$ cat config.mk
export PLATFORM = sky130hd
export DESIGN_NAME = victim_tag_array
export DESIGN_NICKNAME = d
export VERILOG_FILES = /design/src/rtl/victim_tag_array.sv
export SDC_FILE = /design/constraint.sdc
export NUM_CORES = 1
export LEC_CHECK = 0
export CAP_MARGIN = 20
export CORE_MARGIN = 10
export CORE_UTILIZATION = 50
export DETAILED_ROUTE_END_ITERATION = 10
export GPL_TIMING_DRIVEN = 0
export PLACE_DENSITY = 0.75
export RECOVER_POWER = 25
export SETUP_SLACK_MARGIN = 0.5
export SLEW_MARGIN = 20
export SYNTH_ARGS = -nofsm -noshare
export SYNTH_HDL_FRONTEND = slang
export SYNTH_SLANG_ARGS = --single-unit
$ cat constraint.sdc
create_clock -name clk -period 3.2 [get_ports clk]
set_input_delay 0.64 -clock clk [delete_from_list [all_inputs] [get_ports clk]]
set_output_delay 0.64 -clock clk [all_outputs]
set_load 0.005 [all_outputs]
$ cat src/rtl/victim_tag_array.sv
// Fully-associative victim-cache tag array: registered lookup, allocation with
// free-way / round-robin replacement, eviction reporting, occupancy and flush.
module victim_tag_array #(
   parameter int TAG_WIDTH = 4,
   parameter int NUM_WAYS  = 4,
   parameter int WAY_W     = $clog2(NUM_WAYS),
   parameter int CNT_W     = $clog2(NUM_WAYS + 1)
) (
   input  logic                 clk,
   input  logic                 rst_n,
   input  logic                 lookup_en,
   input  logic [TAG_WIDTH-1:0] lookup_tag,
   input  logic                 lookup_inv,
   output logic                 lookup_valid,
   output logic                 lookup_hit,
   output logic [WAY_W-1:0]     lookup_way,
   output logic                 lookup_dirty,
   input  logic                 alloc_en,
   input  logic [TAG_WIDTH-1:0] alloc_tag,
   input  logic                 alloc_dirty,
   output logic                 alloc_done,
   output logic [WAY_W-1:0]     alloc_way,
   output logic                 evict_valid,
   output logic [TAG_WIDTH-1:0] evict_tag,
   output logic                 evict_dirty,
   input  logic                 dirty_set,
   input  logic [WAY_W-1:0]     dirty_way,
   input  logic                 flush,
   output logic [CNT_W-1:0]     occupancy,
   output logic                 full,
   output logic                 empty
);

   logic [TAG_WIDTH-1:0] tag_q [NUM_WAYS];
   logic [NUM_WAYS-1:0]  valid_q;
   logic [NUM_WAYS-1:0]  dirty_q;
   logic [WAY_W-1:0]     rr_ptr;

   logic                 lk_hit;
   logic [WAY_W-1:0]     lk_way;
   logic                 lk_dirty;
   logic                 dup;
   logic [WAY_W-1:0]     dup_way;
   logic                 free;
   logic [WAY_W-1:0]     free_way;
   logic [WAY_W-1:0]     al_way;
   logic                 al_evict;
   logic [TAG_WIDTH-1:0] old_tag;
   logic                 old_dirty;
   logic                 al_act;
   logic                 lk_act;
   logic                 inv_act;
   logic                 occ_inc;
   logic                 occ_dec;
   logic [CNT_W-1:0]     occ_next;

   // Associative searches run descending so the lowest matching index wins.
   always_comb begin
      lk_hit   = 1'b0;
      lk_way   = '0;
      lk_dirty = 1'b0;
      dup      = 1'b0;
      dup_way  = '0;
      free     = 1'b0;
      free_way = '0;
      for (int i = NUM_WAYS - 1; i >= 0; i--) begin
         if (valid_q[i] && tag_q[i] == lookup_tag) begin
            lk_hit   = 1'b1;
            lk_way   = WAY_W'(i);
            lk_dirty = dirty_q[i];
         end
         if (valid_q[i] && tag_q[i] == alloc_tag) begin
            dup     = 1'b1;
            dup_way = WAY_W'(i);
         end
         if (!valid_q[i]) begin
            free     = 1'b1;
            free_way = WAY_W'(i);
         end
      end
   end

   always_comb begin
      al_way    = dup ? dup_way : (free ? free_way : rr_ptr);
      al_evict  = !dup && !free;
      old_tag   = '0;
      old_dirty = 1'b0;
      for (int i = 0; i < NUM_WAYS; i++) begin
         if (al_way == WAY_W'(i)) begin
            old_tag   = tag_q[i];
            old_dirty = dirty_q[i];
         end
      end
      al_act   = alloc_en && !flush;
      lk_act   = lookup_en && !flush;
      inv_act  = lk_act && lookup_inv && lk_hit;
      // An invalidate overwritten by a same-way allocation leaves the way valid.
      occ_inc  = al_act && !dup && free;
      occ_dec  = inv_act && !(al_act && al_way == lk_way);
      occ_next = occupancy + CNT_W'(occ_inc) - CNT_W'(occ_dec);
   end

   // Per-way storage update: flush > alloc > invalidate > dirty_set.
   always_ff @(posedge clk) begin
      if (!rst_n) begin
         valid_q <= '0;
         dirty_q <= '0;
         rr_ptr  <= '0;
         for (int i = 0; i < NUM_WAYS; i++) begin
            tag_q[i] <= '0;
         end
      end else begin
         if (flush) begin
            rr_ptr <= '0;
         end else if (al_act && al_evict) begin
            rr_ptr <= (rr_ptr == WAY_W'(NUM_WAYS - 1)) ? '0 : rr_ptr + 1'b1;
         end
         for (int i = 0; i < NUM_WAYS; i++) begin
            if (flush) begin
               valid_q[i] <= 1'b0;
               dirty_q[i] <= 1'b0;
            end else if (al_act && al_way == WAY_W'(i)) begin
               valid_q[i] <= 1'b1;
               tag_q[i]   <= alloc_tag;
               dirty_q[i] <= alloc_dirty | (dup & dirty_q[i]);
            end else if (inv_act && lk_way == WAY_W'(i)) begin
               valid_q[i] <= 1'b0;
               dirty_q[i] <= 1'b0;
            end else if (dirty_set && dirty_way == WAY_W'(i) && valid_q[i]) begin
               dirty_q[i] <= 1'b1;
            end
         end
      end
   end

   // Result registers: pulses every cycle, data fields only when pulsed.
   always_ff @(posedge clk) begin
      if (!rst_n) begin
         lookup_valid <= 1'b0;
         lookup_hit   <= 1'b0;
         lookup_way   <= '0;
         lookup_dirty <= 1'b0;
         alloc_done   <= 1'b0;
         alloc_way    <= '0;
         evict_valid  <= 1'b0;
         evict_tag    <= '0;
         evict_dirty  <= 1'b0;
         occupancy    <= '0;
         full         <= 1'b0;
         empty        <= 1'b1;
      end else begin
         lookup_valid <= lk_act;
         alloc_done   <= al_act;
         if (lk_act) begin
            lookup_hit   <= lk_hit;
            lookup_way   <= lk_way;
            lookup_dirty <= lk_dirty;
         end
         if (al_act) begin
            alloc_way   <= al_way;
            evict_valid <= al_evict;
            if (al_evict) begin
               evict_tag   <= old_tag;
               evict_dirty <= old_dirty;
            end
         end
         occupancy <= flush ? '0 : occ_next;
         full      <= !flush && (occ_next == CNT_W'(NUM_WAYS));
         empty     <= flush || (occ_next == '0);
      end
   end

endmodule

==> run_results.csv <==
group,metric,value,unit
cells_and_area,fillCellCount,414,
cells_and_area,fin_util,68.5,%
min_path,worstHoldPathType,"flip-flop to flip-flop",
drt,wl_per_cell,17.6,µm
clocking,numCtsBuffers,5,
setup_path,ff2ff_setup_slack,-0.09,ns
setup_path,cp-startpoint,"lookup_tag[3]",
timing,grt_setup_unrepaired,"yes",
logic_synthesis,synth_seq_cells,45,
drt,drt_iter0_drc,244,
timing,fmax,0.302,GHz
logic_synthesis,ys_seq_area_share,38.5,%
setup_path,crit_path_end,"full",
die,die-area,8890,µm²
clocking,clkLatencyLatePin,0.31,ns
pwr,max-vdd-ir-drop,0.000305,V
setup_path,reg2reg_from,"tag_q[3][3]",
timing,finalSetupViolCount,3,
clocking,hold_buffers,0,
timing,timing.final.crit_period,3.31,ns
placement,place_inst,388,
logic_synthesis,syn_inst,287,
cells_and_area,syn_to_final_growth,30.0,%
placement,place_area,3170,µm²
timing,drv_slew,0,
clocking,clk_pin_slew_worst_paths,0.09,ns
drt,ant_nets,0,
setup_path,cp_max_fo,5,
pwr,leakagePower,1.49,nW
logic_synthesis,yosys_most_used_dff,"dfxtp_1",
drt,firstDrtPassIters,5,
logic_synthesis,syn-num-nets,309,
logic_synthesis,yosysWarnings,0,
drt,drc,0,
setup_path,crit_path_end_kind,"flip-flop",
die,core_area,5240,µm²
timing,slew_headroom,60.5,%
drt,via_count,2375,
cells_and_area,nets,372,
clocking,root_buffer,"clkbuf_8",
pwr,p_total,1.24,mW
setup_path,critPathArrivalTime,3.53,ns
timing,holdWs,0.479,ns
die,chipWidth,94.3,µm
clocking,h-tree-depth,2,
die,initial_core_util,52.7,%
cells_and_area,fin_cells,421,
die,io_pins,37,
placement,dp_hpwl,5120,µm
timing,worstMarginPinSlew,0.592,ns
die,chipHeight,94.3,µm
global_route,grt_pass1_wl,11900,µm
logic_synthesis,ys_async_sr_fraction,0,%
setup_path,worstReg2RegEnd,"full",
setup_path,path_class,"primary input to flip-flop",
placement,port-buffer-count,31,
drt,wirelength,7390,µm
clocking,clockBufferDepth,2,
cells_and_area,drive_above_1_share,25.6,%
timing,post-route-period-util,103,%
cells_and_area,register_area,1060,µm²
status,status,"finished, violations left",
global_route,grt_max_degree,17,
clocking,clock-sinks,45,
logic_synthesis,synth-edff-count,16,
die,rows,26,
job,max-cap-violations,0,
setup_path,worstPathRequired,3.42,ns
logic_synthesis,yosysUniqueCellTypes,57,
logic_synthesis,synth_area,2760,µm²
setup_path,start_kind,"primary input",
global_route,antenna_found_initial,0,
drt,routed_via_density,5.64,
timing,final_hold_viol_count,0,
timing,fin_ws,-0.108,ns
placement,gp_congestion,0.894,
timing,skew,0.00340,ns
cells_and_area,multi_input_area,1660,µm²
setup_path,reg2reg_depth,14,
pwr,p_per_area,345,nW/µm²
cells_and_area,num_antenna_cells,0,
cells_and_area,final_area,3590,µm²
clocking,cts_tree,"built",
status,failed_checks,"setup timing",
global_route,grt_pass1_vias,2256,
global_route,gr-total-overflow,0,
global_route,track_usage,17.0,%
logic_synthesis,syn_area_per_cell,9.61,µm²
cell usage in the layout, fill, tap and decap left out, types with 7 or more instances in the layout:
master	netlist	final
inv_1	8	7
clkdlybuf4s50_1	0	11
nor3_1	13	11
nor2_1	8	7
xnor2_1	10	8
mux2i_1	14	14
and3_1	10	10
dfxtp_1	29	29
buf_4	1	25
buf_6	7	8
nand2_1	24	24
xor2_1	23	23
a21oi_1	16	14
dlygate4sd3_1	0	17
edfxtp_1	16	16
nor3_2	7	9
metal layers:
metal  global-route usage (%)  vias up  share of wire, %
met2                     27.2      112                46
met4                     4.68        0               1.9
met5                        0        -                 0
met3                     4.32       20               8.7
met1                     22.0     1097                44
li1                         -     1146                 -
sequential cells by signal, indices dropped and copies added, names as in the netlist, 2 cells and up:
signal and cells:
lookup_way 2, dirty_q 4, evict_tag 4, rr_ptr 2, alloc_way 2, occupancy 3
valid_q 4, tag_q 16
worst max-delay path: stages:
cell,delay (ns)
clkbuf_1,0.17
a22o_1,0.30
nor4_4,0.41
inv_1,0.10
a21oi_2,0.22
xor2_1,0.19
a311oi_1,0.12
ha_1,0.32
inv_2,0.04
ha_4,0.15
fa_2,0.37
xnor2_2,0.16
xnor2_2,0.16
nor4_2,0.16
per-stage QoR:
stage	setup TNS (ns)	setup WS (ns)
floorplan	-0.765	-0.260
global placement	-3.80	-0.899
detailed placement	-4.00	-0.959
CTS	0	0.00802
global route	-0.692	-0.257
finish	-0.277	-0.108
logic make-up after synthesis:
| logic type | after synthesis | share of synthesized area (%) |
|---|---|---|
| AOI/OAI and AO/OA | 41 | 10.7 |
| adders and majority gates | 4 | 2.09 |
| xor gates and xnor gates | 33 | 10.5 |
| DFF | 45 | 38.5 |
| buffers and inverters | 25 | 5.58 |
| and+or+nand+nor | 125 | 27.7 |
| muxes | 14 | 5.08 |
synthesized netlist by cell type, types with 7 or more instances:
cell      count  area (µm²)
and3_1       10        62.6
a21oi_1      16        80.1
nor3_1       13        65.1
xnor2_1      10        87.6
mux2i_1      14         140
nor2_1        8        30.0
xor2_1       23         201
nand3_1       7        35.0
dfxtp_1      29         581
edfxtp_1     16         480
buf_6         7        78.8
and2_1        9        56.3
nand2_1      24        90.1
inv_1         8        30.0
nor3_2        7        70.1
cell type report:
type	instances	share of cell area [%]
clock inverter	3	1.40
clock buffer	5	1.92
multi-input combinational	217	46.3
timing repair buffer	56	13.7
inverter	9	0.942
buffer	16	3.77
sequential	45	29.6
tap	70	2.44
power breakdown:
part,internal (mW),switching [mW],leakage [nW]
clock network,0.240,0.220,0.0603
logic,0.0735,0.0834,1.03
registers,0.605,0.0145,0.401
total,0.918,0.318,1.49
what timing repair did:
action	4_1_cts	5_1_grt
setup endpoints to repair	5	5
buffers inserted	19	6
gates resized for setup	27	8
pin swaps	11	12
worst min-delay path by stage:
stage | slack, ns | depth (start not counted) | from | endpoint
3_3_place_gp | 0.46 | 2 | evict_valid | evict_valid
3_5_place_dp | 0.46 | 2 | evict_valid | evict_valid
5_1_grt | 0.51 | 2 | alloc_way[1] | alloc_way[1]
4_1_cts | 0.49 | 2 | alloc_way[1] | alloc_way[1]
2_1_floorplan | 0.46 | 2 | alloc_way[1] | alloc_way[1]
6_report | 0.48 | 2 | evict_valid | evict_valid
No activity file was read; power rests on OpenSTA's default activity.
==> RTL edit: new RTL, config.mk and constraints unchanged <==
Reset style: asynchronous (`rst_n`), changed in 2 clocked blocks.
--- a/src/rtl/victim_tag_array.sv
+++ b/src/rtl/victim_tag_array.sv
@@ -103,3 +103,3 @@
    // Per-way storage update: flush > alloc > invalidate > dirty_set.
-   always_ff @(posedge clk) begin
+   always_ff @(posedge clk or negedge rst_n) begin
       if (!rst_n) begin
@@ -136,3 +136,3 @@
    // Result registers: pulses every cycle, data fields only when pulsed.
-   always_ff @(posedge clk) begin
+   always_ff @(posedge clk or negedge rst_n) begin
       if (!rst_n) begin
Behaviour: differs if rst_n is asserted again (counterexample within 4 cycles, from zero or initial values and one cycle with rst_n low); with rst_n held inactive, the same outputs for 4 cycles.
==> RTL edit against the unedited design <==
The flow still finishes with violations (setup timing). Critical path depth grew 2. Sequential cell count is the same. Design area shrank 3.0%. Final cell count shrank 10%. Worst setup slack gained 13 ps. Routed wire length shrank 1.8%. Area after synthesis shrank 3.0%. Via count shrank 9.7%. Sequential share of layout area grew 2.9 points. Clock skew grew 1.8 ps. Critical endpoint is now full. Highest routed layer unchanged.
Power is not compared: it rests on default switching activity, and its combinational part moved more than twofold at a synthesized area within 25%.
==> RTL edit: results (changes against the unedited design) <==
[synthesis]
synthXorXnorAreaFrac=0.108  ; +0.00323
async_flop_share=1.00  ; +1.00
syn-num-nets=274  ; -11%
synthMuxAreaShare=0.137  ; +0.0867
synth-compound-area-share=0.122  ; +0.0159

[placed_design]
io_buffers=32  ; +3.2%
placed_cell_area_mm2=0.00312  ; -1.5%

[clock_network]
post_cts.repair.setup_buffers=13  ; -6

[sta]
setup_viol=2  ; -1
setup_ws_ps=-94.9  ; +12.8 ps
timing.setup.tns_ps=-129  ; +148 ps

[drt]
met2RoutedLength_um=3590  ; +6.8%
wl_per_cell_um=19.1  ; +9.1%
vias=2144  ; -9.7%

[setup_path]
cp_slowest_cell=dfrtp_2
path_max_fanout=3  ; -2

[power_and_ir_drop]
total_power_uw=1770

[global_route]
use_met1=0.191  ; -0.0286
grtUsageMet3=0.0472  ; +0.00400

[layout]
clock_cell_area_share=0.0252  ; -0.00796
area_share_nonclk_buffers=0.151  ; -0.0233
nClkBuffers=6  ; +1
num-fill-cells=452  ; +9.2%
seq_area_frac=0.325  ; +0.0287

[run_status]
violations=setup timing
outcome=complete, but fails checks

RTL edit: cell types whose count changed in the layout (fill, tap and decap cells not counted), sizes merged, moves of 9 or more:
cell | before | now
a21oi | 16 | 7
and2 | 17 | 1
and3 | 14 | 4
buf | 37 | 25
clkdlybuf4s50 | 11 | 27
dfrtp | 0 | 44
dfxtp | 29 | 0
dlygate4sd3 | 17 | 0
edfxtp | 16 | 0
mux2 | 0 | 18
nor3 | 20 | 6
o21ai | 4 | 17
RTL edit: path summary, 6_finish.rpt:
path | start | slack [ps] | cells after the start | end
max | tag_q[0] | -90 | 16 | full
min | lookup_way[1] | 480 | 2 | lookup_way[1]
max reg2reg | tag_q[0] | -90 | 16 | full
min reg2reg | lookup_way[1] | 480 | 2 | lookup_way[1]
max in group asynchronous | rst_n | 870 | 2 | tag_q[2]
min in group asynchronous | rst_n | 530 | 1 | evict_valid
RTL edit: tightest hold or removal path, delay by kind of cell (launching register included):
kind	cells	cell delay (ps)
compound gates	1	60
flops	1	350
simple gates	1	40
